$ cat config.mk
export PLATFORM = sky130hd
export DESIGN_NAME = pgr_apb_reg_slave_32bit
export DESIGN_NICKNAME = d
export VERILOG_FILES = /design/src/rtl/pgr_apb_reg_slave_32bit.sv
export SDC_FILE = /design/constraint.sdc
export NUM_CORES = 1
export LEC_CHECK = 0
export CAP_MARGIN = 10
export CELL_PAD_IN_SITES_DETAIL_PLACEMENT = 0
export CELL_PAD_IN_SITES_GLOBAL_PLACEMENT = 1
export CORE_ASPECT_RATIO = 0.5
export CORE_MARGIN = 2
export CORE_UTILIZATION = 30
export DETAILED_ROUTE_END_ITERATION = 12
export PLACE_DENSITY = 0.74
export REMOVE_ABC_BUFFERS = 1
export SLEW_MARGIN = 20
export SYNTH_ARGS = -nofsm -noshare
export SYNTH_HDL_FRONTEND = slang
export SYNTH_SLANG_ARGS = --single-unit
$ cat constraint.sdc
create_clock -name clk -period 2 [get_ports clk]
set_input_delay 0.4 -clock clk [delete_from_list [all_inputs] [get_ports clk]]
set_output_delay 0.4 -clock clk [all_outputs]
set_load 0.02 [all_outputs]
$ cat src/rtl/pgr_apb_reg_slave_32bit.sv
// ---------------------------------------------------------------------------
// pgr_apb_reg_slave_32bit
//
// APB-style register-bank responder for the p_* bus driven by the
// UART-to-APB controller. Each access (p_ce & p_enable) is latched and
// completed with a single p_rdy pulse after WAIT_CYC wait states. The
// responder then holds until the initiator drops p_enable/p_ce.
//
// Register map (decoded on p_addr[7:2]):
//   0x00 ID      RO   ID_VAL
//   0x04 SCRATCH RW   32 bit
//   0x08 CTRL    RW   bits [7:0], upper bits read 0
//   0x0C STATUS  RO   {16'h0, sts_in}
//   0x10 CNT     RO   free-running cycle counter
//   0x14 EVT     W1C  bits [7:0], set by evt_in (set wins over clear)
//   others: read 0, writes ignored
//
// Ports:
//   clk, rst        clock, synchronous active-high reset
//   p_ce, p_enable  transfer select / access phase from initiator
//   p_addr, p_we    byte address (bits [1:0] ignored), write strobe
//   p_wdata         write data
//   p_rdy           one-cycle completion pulse
//   p_rdata         read data, valid only with p_rdy, 0 otherwise
//   sts_in          live status bits
//   evt_in          event pulses captured into EVT
//   ctrl_out        CTRL register contents
//   irq             registered OR of (EVT & CTRL)
//   p_slverr        (only with APB_SLV_ERR_EN) error flag in the p_rdy cycle
//
// Build option: define APB_SLV_ERR_EN to add p_slverr. Without it, accesses
// to unmapped addresses and writes to read-only registers complete silently.
// ---------------------------------------------------------------------------
module pgr_apb_reg_slave_32bit #(
    parameter int          AW       = 24,
    parameter int          DW       = 32,
    parameter int          WAIT_CYC = 2,
    parameter logic [31:0] ID_VAL   = 32'h5047_0001
) (
    input  logic          clk,
    input  logic          rst,
    input  logic          p_ce,
    input  logic [AW-1:0] p_addr,
    input  logic [DW-1:0] p_wdata,
    input  logic          p_enable,
    input  logic          p_we,
    output logic          p_rdy,
    output logic [DW-1:0] p_rdata,
    input  logic [15:0]   sts_in,
    input  logic [7:0]    evt_in,
    output logic [7:0]    ctrl_out,
    output logic          irq
`ifdef APB_SLV_ERR_EN
    ,
    output logic          p_slverr
`endif
);

    localparam logic [1:0] S_IDLE = 2'd0;
    localparam logic [1:0] S_WAIT = 2'd1;
    localparam logic [1:0] S_RESP = 2'd2;
    localparam logic [1:0] S_HOLD = 2'd3;

    localparam logic [5:0] A_ID      = 6'h00;
    localparam logic [5:0] A_SCRATCH = 6'h01;
    localparam logic [5:0] A_CTRL    = 6'h02;
    localparam logic [5:0] A_STATUS  = 6'h03;
    localparam logic [5:0] A_CNT     = 6'h04;
    localparam logic [5:0] A_EVT     = 6'h05;

    localparam logic [3:0] C_WAIT = 4'(WAIT_CYC);

    logic [1:0]    r_state;
    logic [3:0]    r_wcnt;
    logic [5:0]    r_addr;
    logic          r_we;
    logic [DW-1:0] r_wdata;
    logic          r_rdy;
    logic [DW-1:0] r_rdata;
    logic          r_err;
    logic [DW-1:0] r_scratch;
    logic [7:0]    r_ctrl;
    logic [7:0]    r_evt;
    logic [31:0]   r_cnt;
    logic          r_irq;

    logic [1:0]    w_nxt_state;
    logic          w_sel;
    logic          w_fire;
    logic [5:0]    w_x_addr;
    logic          w_x_we;
    logic [DW-1:0] w_x_wdata;
    logic [DW-1:0] w_rd_data;
    logic          w_mapped;
    logic          w_ro;
    logic          w_err;
    logic          w_wr_en;
    logic [7:0]    w_evt_clr;
    logic          w_unused_addr;

    // Address bits outside the decoded word index carry no meaning here.
    assign w_unused_addr = ^{p_addr[AW-1:8], p_addr[1:0]};

    // Transfer attributes: live bus while idle (zero-wait case completes
    // straight from IDLE), latched copy once the transfer is in flight.
    always_comb begin
        w_sel = p_ce & p_enable;
        if (r_state == S_IDLE) begin
            w_x_addr  = p_addr[7:2];
            w_x_we    = p_we;
            w_x_wdata = p_wdata;
        end else begin
            w_x_addr  = r_addr;
            w_x_we    = r_we;
            w_x_wdata = r_wdata;
        end
    end

    // Transfer sequencing: IDLE -> WAIT -> RESP -> HOLD -> IDLE.
    always_comb begin
        w_nxt_state = r_state;
        case (r_state)
            S_IDLE: begin
                if (w_sel) begin
                    if (C_WAIT == 4'd0) begin
                        w_nxt_state = S_RESP;
                    end else begin
                        w_nxt_state = S_WAIT;
                    end
                end else begin
                    w_nxt_state = S_IDLE;
                end
            end
            S_WAIT: begin
                // An initiator abort beats completion even on the last wait cycle.
                if (!w_sel) begin
                    w_nxt_state = S_IDLE;
                end else if (r_wcnt <= 4'd1) begin
                    w_nxt_state = S_RESP;
                end else begin
                    w_nxt_state = S_WAIT;
                end
            end
            S_RESP: begin
                w_nxt_state = S_HOLD;
            end
            S_HOLD: begin
                if (!w_sel) begin
                    w_nxt_state = S_IDLE;
                end else begin
                    w_nxt_state = S_HOLD;
                end
            end
            default: begin
                w_nxt_state = S_IDLE;
            end
        endcase
        // RESP is only ever entered from IDLE or WAIT, so this is a
        // single-cycle strobe per completed transfer.
        w_fire = (w_nxt_state == S_RESP);
    end

    // Register read mux and access classification.
    always_comb begin
        w_rd_data = '0;
        w_mapped  = 1'b1;
        w_ro      = 1'b0;
        case (w_x_addr)
            A_ID: begin
                w_rd_data = ID_VAL;
                w_ro      = 1'b1;
            end
            A_SCRATCH: begin
                w_rd_data = r_scratch;
            end
            A_CTRL: begin
                w_rd_data = {24'h00_0000, r_ctrl};
            end
            A_STATUS: begin
                w_rd_data = {16'h0000, sts_in};
                w_ro      = 1'b1;
            end
            A_CNT: begin
                // Read data is registered, so return the count the
                // counter will hold during the RESP cycle.
                w_rd_data = r_cnt + 32'd1;
                w_ro      = 1'b1;
            end
            A_EVT: begin
                w_rd_data = {24'h00_0000, r_evt};
            end
            default: begin
                w_rd_data = '0;
                w_mapped  = 1'b0;
            end
        endcase
        w_err   = (~w_mapped) | (w_x_we & w_ro);
        // Writes to read-only or unmapped locations are dropped.
        w_wr_en = w_fire & w_x_we & ~w_err;
        if (w_wr_en && (w_x_addr == A_EVT)) begin
            w_evt_clr = w_x_wdata[7:0];
        end else begin
            w_evt_clr = 8'h00;
        end
    end

    // FSM, transfer latch, wait counter and response outputs.
    always_ff @(posedge clk) begin
        if (rst) begin
            r_state <= S_IDLE;
            r_wcnt  <= 4'd0;
            r_addr  <= 6'h00;
            r_we    <= 1'b0;
            r_wdata <= '0;
            r_rdy   <= 1'b0;
            r_rdata <= '0;
            r_err   <= 1'b0;
        end else begin
            r_state <= w_nxt_state;
            if ((r_state == S_IDLE) && w_sel) begin
                r_addr  <= p_addr[7:2];
                r_we    <= p_we;
                r_wdata <= p_wdata;
                r_wcnt  <= C_WAIT;
            end else if ((r_state == S_WAIT) && (r_wcnt != 4'd0)) begin
                r_wcnt <= r_wcnt - 4'd1;
            end else begin
                r_wcnt <= r_wcnt;
            end
            r_rdy <= w_fire;
            r_err <= w_fire & w_err;
            if (w_fire && !w_x_we) begin
                r_rdata <= w_rd_data;
            end else begin
                r_rdata <= '0;
            end
        end
    end

    // Register bank, event capture, counter and interrupt.
    always_ff @(posedge clk) begin
        if (rst) begin
            r_scratch <= '0;
            r_ctrl    <= 8'h00;
            r_evt     <= 8'h00;
            r_cnt     <= 32'h0000_0000;
            r_irq     <= 1'b0;
        end else begin
            r_cnt <= r_cnt + 32'd1;
            if (w_wr_en && (w_x_addr == A_SCRATCH)) begin
                r_scratch <= w_x_wdata;
            end else begin
                r_scratch <= r_scratch;
            end
            if (w_wr_en && (w_x_addr == A_CTRL)) begin
                r_ctrl <= w_x_wdata[7:0];
            end else begin
                r_ctrl <= r_ctrl;
            end
            // Clear first, then OR in new events so a same-cycle set wins.
            r_evt <= (r_evt & ~w_evt_clr) | evt_in;
            r_irq <= |(r_evt & r_ctrl);
        end
    end

    assign p_rdy    = r_rdy;
    assign p_rdata  = r_rdata;
    assign ctrl_out = r_ctrl;
    assign irq      = r_irq;
`ifdef APB_SLV_ERR_EN
    assign p_slverr = r_err;
`endif

endmodule

# Word-level counts from Yosys, hierarchy flattened
# Cells that the tools add are included.
word_totals:
  output_inout_bits: 42
  word_cells: 67
  input_bits: 85
  reg_bits: 159
op_classes:
  muxes: 14
  n_bitwise: 12
  n_lt_le_gt_ge: 1
  addsub: 2
  n_reduce_logical: 16
  eq_ne: 9
ops:
  columns: ["op", "count"]
  rows:
  - ["$pmux 32 s6", 1]
  - ["$add 32x1->32 const B", 1]
  - ["$mux 32", 1]
  - ["$and 8x8->8", 2]
  - ["$eq 6x2->1 const B", 2]
  - ["$eq 6x3->1 const B", 2]
  - ["$mux 2", 5]
  - ["$mux 8", 1]
  - ["$not 8->8", 1]
  - ["$or 8x8->8", 1]
  - ["$pmux 2 s4", 1]
  - ["$reduce_or 8->1", 1]
  - ["$eq 2x2->1 const B", 3]
  - ["$eq 6x1->1 const B", 1]
  - ["$logic_and 1x1->1", 6]
  - ["$logic_not 6->1", 1]
  - ["$mux 6", 1]
  - ["$reduce_or 6->1", 1]
  - ["$and 1x1->1", 4]
  - ["$le 4x1->1 const B", 1]
  - ["$mux 1", 4]
  - ["$reduce_bool 4->1", 1]
  - ["$reduce_or 2->1", 2]
  - ["$sub 4x1->4 const B", 1]
  - ["7 further kinds", 9]

# Logic depth before layout (Yosys ltp)
# Gate-level depths: netlist (run 1).
logic_depth:
  depth_word: 14
  depth_mapped: 9
  mapped_depth_nobuf: 7

# Least setup slack after synthesis (run 1)
# No wires, ideal clock.
synth_timing:
  kind: "register -> register"
  start: "reg r_addr[5]"
  end: "reg r_rdata[20], in the netlist p_rdata[20]"
  required_ns: 1.925
  synth_period_minus_slack_ns: 2.025
  t_arrival_ns: 1.951
  n_path_buf: 2
  slack_ns: -0.025
  setup_ns: 0.075
  path_stages_with_launch: 8
  path_cell_list: "dfxtp_1 -> or3_4 -> or3_1 -> buf_2 -> a21oi_2 -> buf_6 -> or3b_1 -> a31oi_1"
synth_between:
  elab_chain_len: 3
  word_cells_on_any_way: 8
  cone_classes: "5 x eq/ne; 2 x mux; 1 x reduce/logical"
synth_lines:
  columns: ["element", "line_no", "text"]
  rows:
  - ["from (decl)", "75", "logic [5:0] r_addr;"]
  - ["from (signal assigned)", "221", "r_addr <= p_addr[7:2];"]
  - ["$mux 6 *", "108", "if (r_state == S_IDLE) begin"]
  - ["$eq 6x3->1 (tied with other cells)", "168", "case (w_x_addr)"]
  - ["$pmux 32 s6 *", "168", null]
  - ["to (signal assigned)", "233", "r_rdata <= w_rd_data;"]
  - ["to (decl)", "79", "logic [DW-1:0] r_rdata;"]
# Every way passes the cells marked *; elsewhere a longest branch is shown, timed or not.
# A chain may end at the register's enable or synchronous reset.

# Worst setup path after layout (run 1)
layout_timing:
  start: "reg r_addr[5]"
  end: "reg r_scratch[20]"
layout_between:
  elab_chain_len: 9
  word_cells_on_any_way: 17
  cone_classes: "5 x eq/ne; 3 x mux; 5 x bitwise; 4 x reduce/logical"
layout_lines:
  columns: ["element", "line_no", "text"]
  rows:
  - ["$mux 6 *", "108", null]
  - ["$eq 6x3->1 (tied with other cells)", "168", null]
  - ["$reduce_or 3->1 (no line) or $reduce_or 6->1 (tied branches)", null, null]
  - ["$mux 1", "168", null]
  - ["$and 1x1->1 or $not 1->1 (tied branches)", "197", "w_err = (~w_mapped) | (w_x_we & w_ro);"]
  - ["$or 1x1->1", "197", null]
  - ["$not 1->1", "199", "w_wr_en = w_fire & w_x_we & ~w_err;"]
  - ["$and 1x1->1", "199", null]
  - ["$logic_and 1x1->1 *", "250", "if (w_wr_en && (w_x_addr == A_SCRATCH)) begin"]
  - ["to (signal assigned)", "251", "r_scratch <= w_x_wdata;"]
  - ["to (signal assigned)", "253", "r_scratch <= r_scratch;"]
  - ["to (decl)", "81", "logic [DW-1:0] r_scratch;"]
# Marks and branches as above.

==> summary.txt, run 1 <==
CTS Buf Count: 17
Starting DRT DRC Count: 460
Buffers & Inverters on Critical Path: 3
initial antenna violation count: 0
R2R Setup Slk: -70 ps
Clk Latency, worst-skew pair: 420 ps
Worst-Margin Slew: 402 ps
FF+latch count, synth: 159
crit-path cells: or3_4 > or3_4 > buf_6 > a21boi_4 > buf_6 > clkbuf_16 > nand3_1 > a21oi_1
fin area: 0.0103 mm²
Avg Synthesized Cell Area: 8.04 µm²
min setup slack post-route: -75.0 ps
asr flop ratio synth: 0%
Root Buffer: clkbuf_16
register area share after synthesis: 44.4%
sequential share of power: 41.9%
share of layout cells above drive strength 1: 19.1%
count of flip-flops with a built-in enable after synthesis: 0
wire per inst: 17.1 µm
P_int: 5.90 mW
status: finished with violations
Max-slew headroom: 72.9%
most frequent cells in the layout: 176 x nand2_1, 156 x dfxtp_1, 116 x a21oi_1
Top FF cell, synth: dfxtp_1
combinational share of power: 12.2%
Antenna Violating Nets Remaining: 0
Synth Area in Compound Gates: 23.6%
Pins Over Slew Limit: 0
largest net degree at the start of global routing: 83
unrepaired setup endpoints after global routing: true
DRC Markers: 0
Fin. Hold Viols: 0
xor/xnor share of the synthesized area: 2.32%
Die Span X: 223 µm
worst-path maximum fanout: 6
row cnt: 39
Top delay family on crit path: simple AND/OR/NAND/NOR gates
area share of fa/ha/maj cells after synthesis: 0.698%
final setup fails: 45
vias post-DR: 7030
effective utilization at floorplan: 31.0%
placed cell area: 0.00917 mm²
core area: 0.0231 mm²
slowest stage cell, crit path: or3_4
Post-Synthesis Cells: 891
# diodes: 0
failing checks: negative setup slack
NetSw: 1.93 mW
Max stage delay on crit path: 390 ps
Worst-path clk slew: 70 ps
Pleak: 3.65 nW
Setup Skew: 14.0 ps
setup TNS: -1630 ps
Synth cell types: 58
Final Critical Period: 2070 ps
Setup CP Type: register to register
mapped cell area: 0.00717 mm²
Die Height: 113 µm
CTS tree: yes
number of global-route vias before repair: 6737
Switching Fraction: 24.7%
DP HPWL: 15400 µm
commonest non-fill, non-tap cell in the layout: nand2_1
area grow syn2layout: 43.4%
post-synthesis simple-gate area fraction: 21.9%
crit path DAT: 2420 ps
GRT Overall Usage: 18.1%
first-pass GRT wire length: 36000 µm
fin util: 44.4%
PortBufs: 108
final WL: 23600 µm
max cap viols: 0
CP Data Required Time: 2350 ps
YS warnings: 0
# H-tree levels: 4
startpoint types: register
clock sink count: 159
fillers: 2250
DRT Pass-1 Iters: 5
largest family of logic cells by synthesized area: compound AO/OA/AOI/OAI gates
Placer Congestion: 0.854
CTS max path bufs: 2
IO Pins: 127
GRT overflow: 0
worst hold path type: input port to register
Fmax achieved: 0.482 GHz
area of the die: 0.0252 mm²
crit share post-route: 104%
Worst Setup End Kind: register
power per cell area: 762 mW/mm²
DR vias/cell: 5.09
Clock power frac: 45.9%
Peak supply drop: 530 µV
post-synthesis mux area share: 1.40%
Hold Slack: 350 ps
layout net count: 1153
==> cells by family (layout without fill, tap and decap cells) <==
kind of cell,after synthesis,after routing
AOI/OAI and AO/OA,276,276
adders and majority gates,4,4
buffers and inverters,90,274
DFF,159,159
muxes,9,9
xor gates and xnor gates,19,19
and+or+nand+nor,334,334
==> per-layer routing <==
layer	track usage (%)	share of wire [%]	wire [µm]
met4	5.01	0.82	193
met5	0	0	0
met1	23.5	46	10900
met3	3.56	5.0	1180
met2	30.7	48	11400
==> power by group through the flow <==
stage	Clock (mW)	Combinational [mW]	Sequential (mW)
floorplan	0	0.376	3.34
global placement	0	0.845	3.35
detailed placement	0	0.854	3.35
CTS	3.65	0.900	3.28
global route	3.77	1.03	3.29
finish	3.60	0.952	3.28
==> state kept, by name, summed over array words and instances (netlist names) <==
register and count:
r_addr 6, r_wcnt 4, r_cnt 32, r_evt 8
r_wdata 32, p_rdy 1, irq 1, r_state 2
ctrl_out 8, r_we 1, r_scratch 32, p_rdata 32
==> final cells by class <==
cell class	instances	area, µm²	area share [%]
clock buffers	18	429	4.18
clock inverters	12	211	2.06
inverters	23	86.3	0.840
repair buffers	221	2250	21.9
well taps	307	384	3.74
flip-flops and latches	159	3190	31.0
multi-input cells	642	3720	36.2
==> cells in the mapped netlist (4+ instances only) <==
cell	count	area share (%)
a21oi_1	122	8.5
a22oi_1	26	2.7
a2bb2oi_1	8	0.98
a31oi_1	9	0.79
and2_1	4	0.35
and3_1	4	0.35
and4_1	5	0.61
buf_2	16	1.1
buf_6	5	0.79
clkbuf_1	41	2.1
dfxtp_1	159	44
ha_1	4	0.70
inv_1	23	1.2
mux2_2	8	1.3
nand2_1	176	9.2
nand2b_1	5	0.44
nand3_1	54	3.8
nand3b_1	6	0.63
nand4_1	12	1.0
nor2_1	17	0.89
nor2b_1	8	0.70
nor3_1	15	1.0
nor4_1	9	0.79
o21a_1	6	0.63
o21ai_0	65	4.5
o21ba_2	14	2.0
o31a_1	8	0.98
or3_1	4	0.35
or3b_1	4	0.49
xnor2_1	9	1.1
xor2_1	10	1.2
==> what timing repair did <==
action                                 4_1_cts  5_1_grt
setup endpoints to repair                   61       81
hold buffers                                 0        0
resized for setup                           15       51
pin swaps                                    3       23
setup buffers                                5        4
endpoints found under the hold margin        0        0
gates cloned                                 3        6
==> worst reg2reg max path: cells and delay by family (launching register included) <==
family	cells	cell delay, ps
AOI/OAI and AO/OA	2	390
buffers and inverters	3	510
DFF	1	310
and+or+nand+nor	3	800
==> through the flow <==
stage                     worst slack [ps]  total power, mW  std cells
after floorplan                      -3700             3.71        824
after global placement                -490             4.19       1334
after detailed placement              -569             4.20       1334
after CTS                            -44.3             7.83       1372
after global routing                  -167             8.09       1382
final                                -75.0             7.83       1382
==> final timing paths <==
path              endpoint       start  cells after the start
max          r_scratch[20]   r_addr[5]                      8
max reg2reg  r_scratch[20]   r_addr[5]                      8
min reg2reg     r_wdata[9]  r_wdata[9]                      2
min                  p_rdy         rst                      3
Note: power is estimated with default switching activity, not from simulation.
==> run 2: changes to the inputs <==
==> constraint.sdc (replaced) <==
create_clock -name clk -period 2 [get_ports clk]
set_input_delay 0.4 -clock clk [delete_from_list [all_inputs] [get_ports clk]]
set_output_delay 0.4 -clock clk [all_outputs]
set_load 0.005 [all_outputs]
==> results of run 2 <==
The final DEF is identical to that of run 1. Status: finished with violations: negative setup slack.
==> run 3: changes to the inputs <==
--- a/config.mk
+++ b/config.mk
@@ -5,6 +5,7 @@
 export SDC_FILE = /design/constraint.sdc
 export NUM_CORES = 1
 export LEC_CHECK = 0
+export ABC_AREA = 1
 export CAP_MARGIN = 10
 export CELL_PAD_IN_SITES_DETAIL_PLACEMENT = 0
 export CELL_PAD_IN_SITES_GLOBAL_PLACEMENT = 1
@@ -12,7 +13,7 @@
 export CORE_MARGIN = 2
 export CORE_UTILIZATION = 30
 export DETAILED_ROUTE_END_ITERATION = 12
-export PLACE_DENSITY = 0.74
+export PLACE_DENSITY = 0.76
 export REMOVE_ABC_BUFFERS = 1
 export SLEW_MARGIN = 20
 export SYNTH_ARGS = -nofsm -noshare
==> run 3 against run 2 <==
Against the previous run:
- the flow now finishes without violations
- largest power group is now sequential cells
- critical path type unchanged
- via count up 0.51%
- highest routed layer unchanged
- power down 8.3%
- setup slack better by 170 ps
==> summary.txt, run 3 <==
DRC Markers: 0
crit path DAT: 2220 ps
fillers: 2455
FF+latch count, synth: 159
most frequent cells in the layout: 235 x nand2_1, 166 x nor2_1, 156 x dfxtp_1
multi-input logic area: 0.00342 mm²
Synth cell types: 39
PortBufs: 108
max cap viols: 0
M1 wire length: 11400 µm
Top FF cell, synth: dfxtp_1
Post-Synthesis Cells: 1053
CTS max path bufs: 2
Setup CP Type: register to register
Final Critical Period: 1900 ps
DP HPWL: 16800 µm
Pins Over Slew Limit: 0
fin util: 40.6%
GRT Overall Usage: 17.8%
area grow syn2layout: 33.2%
YS warnings: 0
top post-synthesis cells by area: dfxtp_1 44%, nand2_1 12%, nor2_1 8.7%, inv_1 7.2%, o21ai_0 4.8%
Clk Latency, worst-skew pair: 430 ps
crit share post-route: 95.1%
Root Buffer: clkbuf_16
asr flop ratio synth: 0%
area of the die: 0.0257 mm²
Peak supply drop: 417 µV
GRT overflow: 0
Die Span X: 225 µm
final WL: 22500 µm
largest area contributor in the netlist: dfxtp_1
mapped cell area: 0.00730 mm²
wire per inst: 14.8 µm
initial antenna violation count: 0
Fin. Hold Viols: 0
worst-path maximum fanout: 3
CTS Buf Count: 17
worst hold path type: input port to register
CTS tree: yes
routed wire length on met3: 892 µm
CP Data Required Time: 2310 ps
Die Height: 114 µm
core area: 0.0239 mm²
setup TNS: 0 ps
DR vias/cell: 4.65
placed cell area: 0.00907 mm²
top cells by count, synth: 236 x nand2_1, 170 x nor2_1, 159 x dfxtp_1
max layer used: met4
first-pass GRT wire length: 35300 µm
# diodes: 0
startpoint types: register
Avg Synthesized Cell Area: 6.93 µm²
Max-slew headroom: 48.7%
Setup Skew: 12.2 ps
DR WL met2: 9850 µm
row cnt: 40
vias post-DR: 7066
commonest non-fill, non-tap cell in the layout: nand2_1
Worst-Margin Slew: 762 ps
IO Pins: 127
most instantiated library cell after synthesis: nand2_1
number of global-route vias before repair: 6608
clock sink count: 159
Pleak: 3.98 nW
share of layout cells above drive strength 1: 10.7%
unrepaired setup endpoints after global routing: false
register area share after synthesis: 43.6%
effective utilization at floorplan: 30.5%
power per cell area: 739 mW/mm²
largest net degree at the start of global routing: 52
fin area: 0.00972 mm²
DRT Pass-1 Iters: 4
top cell type's share of synthesized area: 43.6%
status: complete, no violations
register area: 0.00319 mm²
Placer Congestion: 0.905
Antenna Violating Nets Remaining: 0
Worst-path clk slew: 70 ps
Starting DRT DRC Count: 494
final setup fails: 0
count of flip-flops with a built-in enable after synthesis: 0
Fmax achieved: 0.526 GHz
Worst Setup End Kind: register
layout net count: 1281
# H-tree levels: 4
==> run 3: power by group <==
part / switching [mW] / internal [mW] / leakage (nW)
clock: 1.39 / 1.75 / 0.266
combinational: 0.451 / 0.316 / 2.42
sequential: 0.0362 / 3.24 / 1.29
total: 1.88 / 5.30 / 3.98
==> run 3: timing repair <==
action | CTS | global route
resized for setup | 2 | 15
endpoints found under the setup margin | 20 | 77
cloned | 0 | 2
pin swaps | 1 | 2
setup buffers | 1 | 1
hold buffers | 0 | 0
==> run 3: path summary, 6_finish.rpt <==
path / from / depth (start not counted) / slack (ps) / to
worst min register to register: r_scratch[31] / 2 / 460 / p_rdata[31]
worst max register to register: r_cnt[9] / 8 / 100 / p_rdata[10]
worst min-delay path: rst / 2 / 180 / p_rdy
worst max-delay path: r_cnt[9] / 8 / 100 / p_rdata[10]
==> run 3: stage by stage <==
stage / power [mW] / std cells / worst slack (ps) / hold WS [ps]
floorplan: 3.70 / 1010 / -766 / 434
global placement: 4.07 / 1484 / -212 / 451
detailed placement: 4.08 / 1484 / -234 / 455
CTS: 7.22 / 1516 / 20.6 / 165
global route: 7.46 / 1519 / 9.15 / 183
finish: 7.18 / 1519 / 97.4 / 179
==> run 3: kinds of logic after synthesis <==
group | Yosys count | share of synthesized area (%)
buffers and inverters | 189 | 10.5
adder cells (fa/ha/maj) | 4 | 0.686
XOR/XNOR | 13 | 1.56
AO/OA/AOI/OAI | 164 | 12.5
AND/OR/NAND/NOR | 524 | 31.1
flip-flops | 159 | 43.6
==> run 3: critical path, stage by stage, from the launching register on <==
cell	delay (ps)
dfxtp_1	350
nand2_1	110
nor2_1	220
nand4_1	170
nor2_1	230
xor2_1	350
nor2_1	80
nor2_1	170
a21oi_1	90
==> run 3: layer usage <==
metal,vias to the layer above,track usage [%]
li1,3607,-
met1,3284,25.7
met2,151,27.2
met3,24,2.21
met4,0,6.36
met5,-,0
==> run 3: cell type report <==
class | instances | share of cell area [%]
well taps | 315 | 4.05
multi-input cells | 707 | 35.2
clock buffers | 19 | 4.56
repair buffers | 161 | 16.6
clock inverters | 12 | 1.15
flip-flops and latches | 159 | 32.8
inverters | 146 | 5.64
